<file path="src/rtl/arbiter_pkg.sv">
// Shared types and constants for the arbiter event stream.
// Packet layout, window sizing and decoder state encoding.
package arbiter_pkg;

  localparam int ROWS       = 8;
  localparam int COLS       = 8;
  localparam int ROW_ADD    = 3;
  localparam int COL_ADD    = 3;
  localparam int SIZE       = 32;
  localparam int WIDTH      = SIZE + ROW_ADD + COL_ADD + 1;
  localparam int FIFO_DEPTH = 4;
  localparam int WIN_BITS   = 10;
  localparam int WIN_W      = SIZE - WIN_BITS;

  localparam int TS_LSB  = 7;
  localparam int ROW_LSB = 4;
  localparam int COL_LSB = 1;
  localparam int POL_BIT = 0;

  typedef struct packed {
    logic [SIZE-1:0]    ts;
    logic [ROW_ADD-1:0] row;
    logic [COL_ADD-1:0] col;
    logic               pol;
  } event_pkt_t;

  typedef enum logic [1:0] {
    IDLE,
    ACCUM,
    DRAIN,
    CLEAR
  } dec_state_e;

endpackage

</file>
<file path="src/rtl/event_fifo.sv">
// Small synchronous FIFO buffering incoming event packets.
// A full FIFO refuses a push even if a pop happens in the same cycle.
module event_fifo
  import arbiter_pkg::*;
(
  input  logic             clk,
  input  logic             reset,
  input  logic             push,
  input  logic             pop,
  input  logic [WIDTH-1:0] din,
  output logic             full,
  output logic             empty,
  output logic [WIDTH-1:0] head
);

  localparam int PW = $clog2(FIFO_DEPTH);

  logic [WIDTH-1:0] mem [FIFO_DEPTH];
  logic [PW-1:0]    wr_ptr;
  logic [PW-1:0]    rd_ptr;
  logic [PW:0]      count;
  logic             do_push;
  logic             do_pop;

  assign full    = (count == (PW+1)'(FIFO_DEPTH));
  assign empty   = (count == '0);
  assign do_push = push && !full;
  assign do_pop  = pop && !empty;
  assign head    = mem[rd_ptr];

  always_ff @(posedge clk) begin
    if (reset) begin
      wr_ptr <= '0;
      rd_ptr <= '0;
      count  <= '0;
    end else begin
      if (do_push) wr_ptr <= wr_ptr + PW'(1);
      if (do_pop)  rd_ptr <= rd_ptr + PW'(1);
      count <= count + (PW+1)'(do_push) - (PW+1)'(do_pop);
    end
  end

  always_ff @(posedge clk) begin
    if (do_push) mem[wr_ptr] <= din;
  end

endmodule

</file>
<file path="src/rtl/event_packet_decoder.sv">
// Event stream receiver: windowed ON/OFF hit map per pixel,
// drained row by row to the frame consumer when a window closes.
module event_packet_decoder
  import arbiter_pkg::*;
(
  input  logic                clk_i,
  input  logic                reset_i,
  input  logic                pkt_valid_i,
  input  logic [WIDTH-1:0]    pkt_data_i,
  output logic                pkt_ready_o,
  input  logic                flush_i,
  output logic                frame_valid_o,
  output logic [2*COLS-1:0]   frame_row_o,
  output logic [ROW_ADD-1:0]  frame_idx_o,
  output logic [SIZE-1:0]     frame_ts_o,
  input  logic                frame_ready_i,
  output logic                ts_err_o,
  output logic [15:0]         drop_cnt_o
);

  dec_state_e state;
  dec_state_e state_nx;

  logic [WIDTH-1:0]          head_raw;
  event_pkt_t                head;
  logic                      full;
  logic                      empty;
  logic                      pop;
  logic [WIN_W-1:0]          cur_win;
  logic [WIN_W-1:0]          head_win;
  logic [ROWS-1:0][2*COLS-1:0] map;
  logic [ROW_ADD-1:0]        row_cnt;
  logic                      addr_ok;
  logic                      last_row;
  logic                      beat_done;
  logic                      load_win;
  logic                      set_hit;
  logic                      drop;
  logic                      clr_map;

  event_fifo u_fifo (
    .clk   (clk_i),
    .reset (reset_i),
    .push  (pkt_valid_i),
    .pop   (pop),
    .din   (pkt_data_i),
    .full  (full),
    .empty (empty),
    .head  (head_raw)
  );

  assign head        = event_pkt_t'(head_raw);
  assign head_win    = head.ts[SIZE-1:WIN_BITS];
  assign pkt_ready_o = !full;
  assign addr_ok     = (int'(head.row) < ROWS) && (int'(head.col) < COLS);
  assign last_row    = (row_cnt == ROW_ADD'(ROWS-1));
  assign beat_done   = (state == DRAIN) && frame_ready_i;

  always_comb begin
    state_nx = state;
    pop      = 1'b0;
    load_win = 1'b0;
    set_hit  = 1'b0;
    drop     = 1'b0;
    clr_map  = 1'b0;
    unique case (state)
      IDLE: begin
        if (!empty) begin
          load_win = 1'b1;
          state_nx = ACCUM;
        end
      end
      ACCUM: begin
        if (flush_i) begin
          state_nx = DRAIN;
        end else if (!empty) begin
          // A newer window closes the current one; the packet waits.
          if (head_win > cur_win) begin
            state_nx = DRAIN;
          end else begin
            pop = 1'b1;
            if (head_win == cur_win && addr_ok) set_hit = 1'b1;
            else drop = 1'b1;
          end
        end
      end
      DRAIN: begin
        if (beat_done && last_row) state_nx = CLEAR;
      end
      CLEAR: begin
        clr_map = 1'b1;
        if (!empty) begin
          load_win = 1'b1;
          state_nx = ACCUM;
        end else begin
          state_nx = IDLE;
        end
      end
      default: state_nx = IDLE;
    endcase
  end

  always_ff @(posedge clk_i) begin
    if (reset_i) begin
      state      <= IDLE;
      cur_win    <= '0;
      map        <= '0;
      row_cnt    <= '0;
      ts_err_o   <= 1'b0;
      drop_cnt_o <= '0;
    end else begin
      state    <= state_nx;
      ts_err_o <= drop;
      if (load_win) cur_win <= head_win;
      if (drop && drop_cnt_o != 16'hFFFF) drop_cnt_o <= drop_cnt_o + 16'd1;
      // Pixel c: bit 2c is the ON hit, bit 2c+1 the OFF hit.
      if (clr_map) map <= '0;
      else if (set_hit) map[head.row][{head.col, ~head.pol}] <= 1'b1;
      if (beat_done) row_cnt <= last_row ? '0 : row_cnt + ROW_ADD'(1);
    end
  end

  assign frame_valid_o = (state == DRAIN);
  assign frame_idx_o   = row_cnt;
  assign frame_row_o   = frame_valid_o ? map[row_cnt] : '0;
  assign frame_ts_o    = frame_valid_o ? {cur_win, {WIN_BITS{1'b0}}} : '0;

endmodule

</file>
<file path="config.mk">
export PLATFORM = sky130hd
export DESIGN_NAME = event_packet_decoder
export DESIGN_NICKNAME = d
export VERILOG_FILES = /design/src/rtl/arbiter_pkg.sv /design/src/rtl/event_fifo.sv /design/src/rtl/event_packet_decoder.sv
export SDC_FILE = /design/constraint.sdc
export NUM_CORES = 1
export LEC_CHECK = 0
export CAP_MARGIN = 20
export CORE_MARGIN = 2
export CORE_UTILIZATION = 50
export DETAILED_ROUTE_END_ITERATION = 8
export GPL_TIMING_DRIVEN = 0
export HOLD_SLACK_MARGIN = 0.08
export PLACE_DENSITY = 0.71
export SLEW_MARGIN = 20
export SYNTH_ARGS = -nofsm -noshare
export SYNTH_HDL_FRONTEND = slang
export SYNTH_SLANG_ARGS = --single-unit
export TNS_END_PERCENT = 10
</file>
<file path="constraint.sdc">
create_clock -name clk_i -period 5.16 [get_ports clk_i]
set_clock_uncertainty 0.1 [all_clocks]
set_input_delay 0.774 -clock clk_i [delete_from_list [all_inputs] [get_ports clk_i]]
set_output_delay 0.774 -clock clk_i [all_outputs]
set_load 0.05 [all_outputs]
</file>
==> impl_metrics.yaml <==
detailed_routing:
  antenna_left: 0
  viasPerCell: 5.67
  wl_per_cell_um: 19.1
  drtIter0Drc: 704
  drc_errors: 0
  first_pass_iters: 5
  routed_wl_um: 28500
  vias: 8458
place:
  place_inst: 1435
  portBuffers: 92
  place_ws_ns: -0.297
  dpl-instance-area_mm2: 0.0139
  gp_congestion: 0.856
  dp.final_hpwl_um: 20200
cells_and_area:
  layout_commonest_cell: "dfxtp_1"
  n_fill_cell: 1951
  area_growth_pct: 20.2
  multi_input_area_mm2: 0.00495
  most-common-layout-cells: "dfxtp_1 (181), edfxtp_1 (116), nand2_1 (93)"
  drive_gt1_share_pct: 12.8
  register_area_mm2: 0.00711
  stdcell_count: 1493
  nets: 1225
  stdcell_area_mm2: 0.0150
timing:
  setup_ws_ns: 0.195
  max_slew.worst_pin.slew_ns: 0.940
  period_minus_slack_ns: 4.97
  rsz0062_at_grt: "no"
  setup_violations: 0
  maxSlewViolCount: 0
  fin_setup_tns_ns: 0
  period_share_pct: 96.2
  relSlewSlack_pct: 37.3
  hold_violations: 0
  whs_ns: 0.345
  max_freq_mhz: 201
run_status:
  status: "finished, final reports clean"
worst_setup_path:
  required_ns: 5.51
  worst_path_max_delay_cell: "or4_1"
  worstRegToRegCells: 18
  path_buf_inv: 5
  worstSetupPathType: "flip-flop to flip-flop"
  setup.worst_path.end_class: "flip-flop"
  max_stage_delay_ns: 0.57
  cp_common_cell: "ha_1"
  path_max_fanout: 10
  r2r-end: "u_fifo.count[2]"
  startpoint_type: "flip-flop"
  worstPathArrival_ns: 5.31
  critPathCapture: "u_fifo.count[2]"
  critPathTopFamily: "adder cells"
  crit_chain: "clkbuf_2, clkbuf_2, mux4_2, ha_1, nand4_2, or4_1, a311oi_1, and4b_4, buf_6, o21a_1, ha_1, inv_1, ha_1, inv_1, fa_1, xor2_1, xnor2_1, nor2_1"
  r2r_slack_ns: 0.19
  crit_cells: 18
synth:
  yosys_warnings: 0
  ys_seq_elements: 297
  synth_edf_count: 116
  synth_area_mm2: 0.0124
  synthFlopType: "dfxtp_1"
  avgSynthCellArea_um2: 12.4
  synth_cells: 1006
  async_reset_ff_share_pct: 0
  seq_area_frac_synth_pct: 57.1
  synth_cell_types: 53
clock_network:
  cts_root_buf: "clkbuf_16"
  cts_buffers: 31
  clk_pin_slew_worst_paths_ns: 0.06
  clk_latency_ns: 0.58
  tritoncts: "done"
  cts_hold_buf: 0
  cts_sinks: 297
  cts.path.max_buffers: 3
  cts_max_level: 1
  cts_setup_buffers: 0
floorplanning:
  start_util_pct: 51.0
  die_width_um: 162
  row_count: 57
  core_mm2: 0.0244
  die_y_um: 162
  boundaryPins: 114
  dieArea_mm2: 0.0262
flow_run:
  drv_cap: 0
global_routing:
  overflow: 0
  grt_first_pass_wirelength_um: 45100
  grt_use_total_pct: 21.9
  grt_pass1_vias: 8333
  grt_max_degree: 19
  antenna_found_initial: 2
power:
  peakVddDrop_v: 0.000327
  power.density_mw_per_mm2: 411
  p_leak_nw: 5.15
min_path:
  hp-class: "flip-flop to flip-flop"
## through the flow
| stage | util [%] | total power, mW |
|---|---|---|
| after floorplan | - | 3.60 |
| after global placement | 56.6 | 3.93 |
| after detailed placement | 57.1 | 3.99 |
| after CTS | 61.3 | 6.19 |
| after global routing | 61.3 | 6.44 |
| final | 61.3 | 6.15 |
## metal layers
metal / share of wire (%) / vias to the layer above / GRT usage, %
met5: 0.039 / - / 0
met4: 3.1 / 2 / 7.32
met3: 5.1 / 68 / 3.63
met2: 48 / 241 / 36.8
met1: 43 / 4158 / 29.2
li1: - / 3989 / -
## logic make-up after synthesis
family | share of synthesized area (%)
and+or+nand+nor | 11.5
AOI/OAI and AO/OA | 10.7
buffers and inverters | 3.43
DFF | 57.1
other | 0.0301
muxes | 12.7
xor gates and xnor gates | 0.704
adders and majority gates | 3.78
## synthesized netlist by cell type, drive strengths merged (2+ instances only)
cell    instances  share of area, %
ha             36               3.6
nand4          10              0.55
nor4            6              0.50
nand2b          7              0.35
nand3          15              0.60
a22o           84               5.9
and4            2              0.14
o21ai          40               1.7
or2             7              0.35
or3             9              0.45
nor3           12              0.48
nand2          93               2.8
nor4b           2              0.24
inv            35               1.1
nor2           65               2.0
a31oi           3              0.15
xnor2           3              0.21
o21a            2              0.12
and3            9              0.45
nand3b          2              0.12
mux2i          20               1.6
a21oi          55               2.2
a21boi          2              0.12
nor2b          19              0.96
buf            21               1.0
mux4           61                11
clkbuf         44               1.3
dfxtp         181                29
xor2            7              0.49
and2           24               1.2
edfxtp        116                28
## where the power goes
group	internal, mW	switching (mW)
sequential	2.63	0.0860
combinational	0.459	0.780
clock	1.29	0.910
total	4.38	1.78
## registers in the layout (all words and copies together), names as in the netlist, named ones only
register / flops
u_fifo.count: 3
u_fifo.wr_ptr: 2
ts_err_o: 1
frame_idx_o: 3
u_fifo.mem: 116
drop_cnt_o: 16
cur_win: 22
map: 128
u_fifo.rd_ptr: 2
state: 2
## cell type report
type                            count  share of cell area (%)
Timing Repair Buffer               96                    6.89
Clock buffer                       45                    5.94
Antenna cell                        1                  0.0167
Inverter                           35                   0.878
Tap cell                          324                    2.71
Sequential cell                   297                    47.5
Buffer                             65                    2.12
Clock inverter                     12                   0.845
Multi-Input combinational cell    618                    33.1
## repair_timing
item                       in CTS  in global routing
resized for setup               6                  3
pin swaps                       0                  0
setup endpoints to repair       2                  1
## worst min path at each step
stage | slack [ns] | depth (start not counted) | startpoint | end
after floorplan | 0.32 | 2 | map[101] | map[101]
after detailed placement | 0.34 | 2 | map[101] | map[101]
after global placement | 0.33 | 2 | map[53] | map[53]
final | 0.34 | 2 | map[89] | map[89]
after CTS | 0.35 | 2 | map[101] | map[101]
after global routing | 0.36 | 2 | map[101] | map[101]
## worst register-to-register path, delay by kind of cell, from the launching register on
family,cells,cell delay (ns)
AO/OA/AOI/OAI,2,0.53
XOR/XNOR,2,0.33
adder cells (fa/ha/maj),4,1.17
buffers and inverters,5,0.90
flip-flops,1,0.34
multiplexers,1,0.41
AND/OR/NAND/NOR,4,1.07
Note: power is estimated with default switching activity, not from simulation.
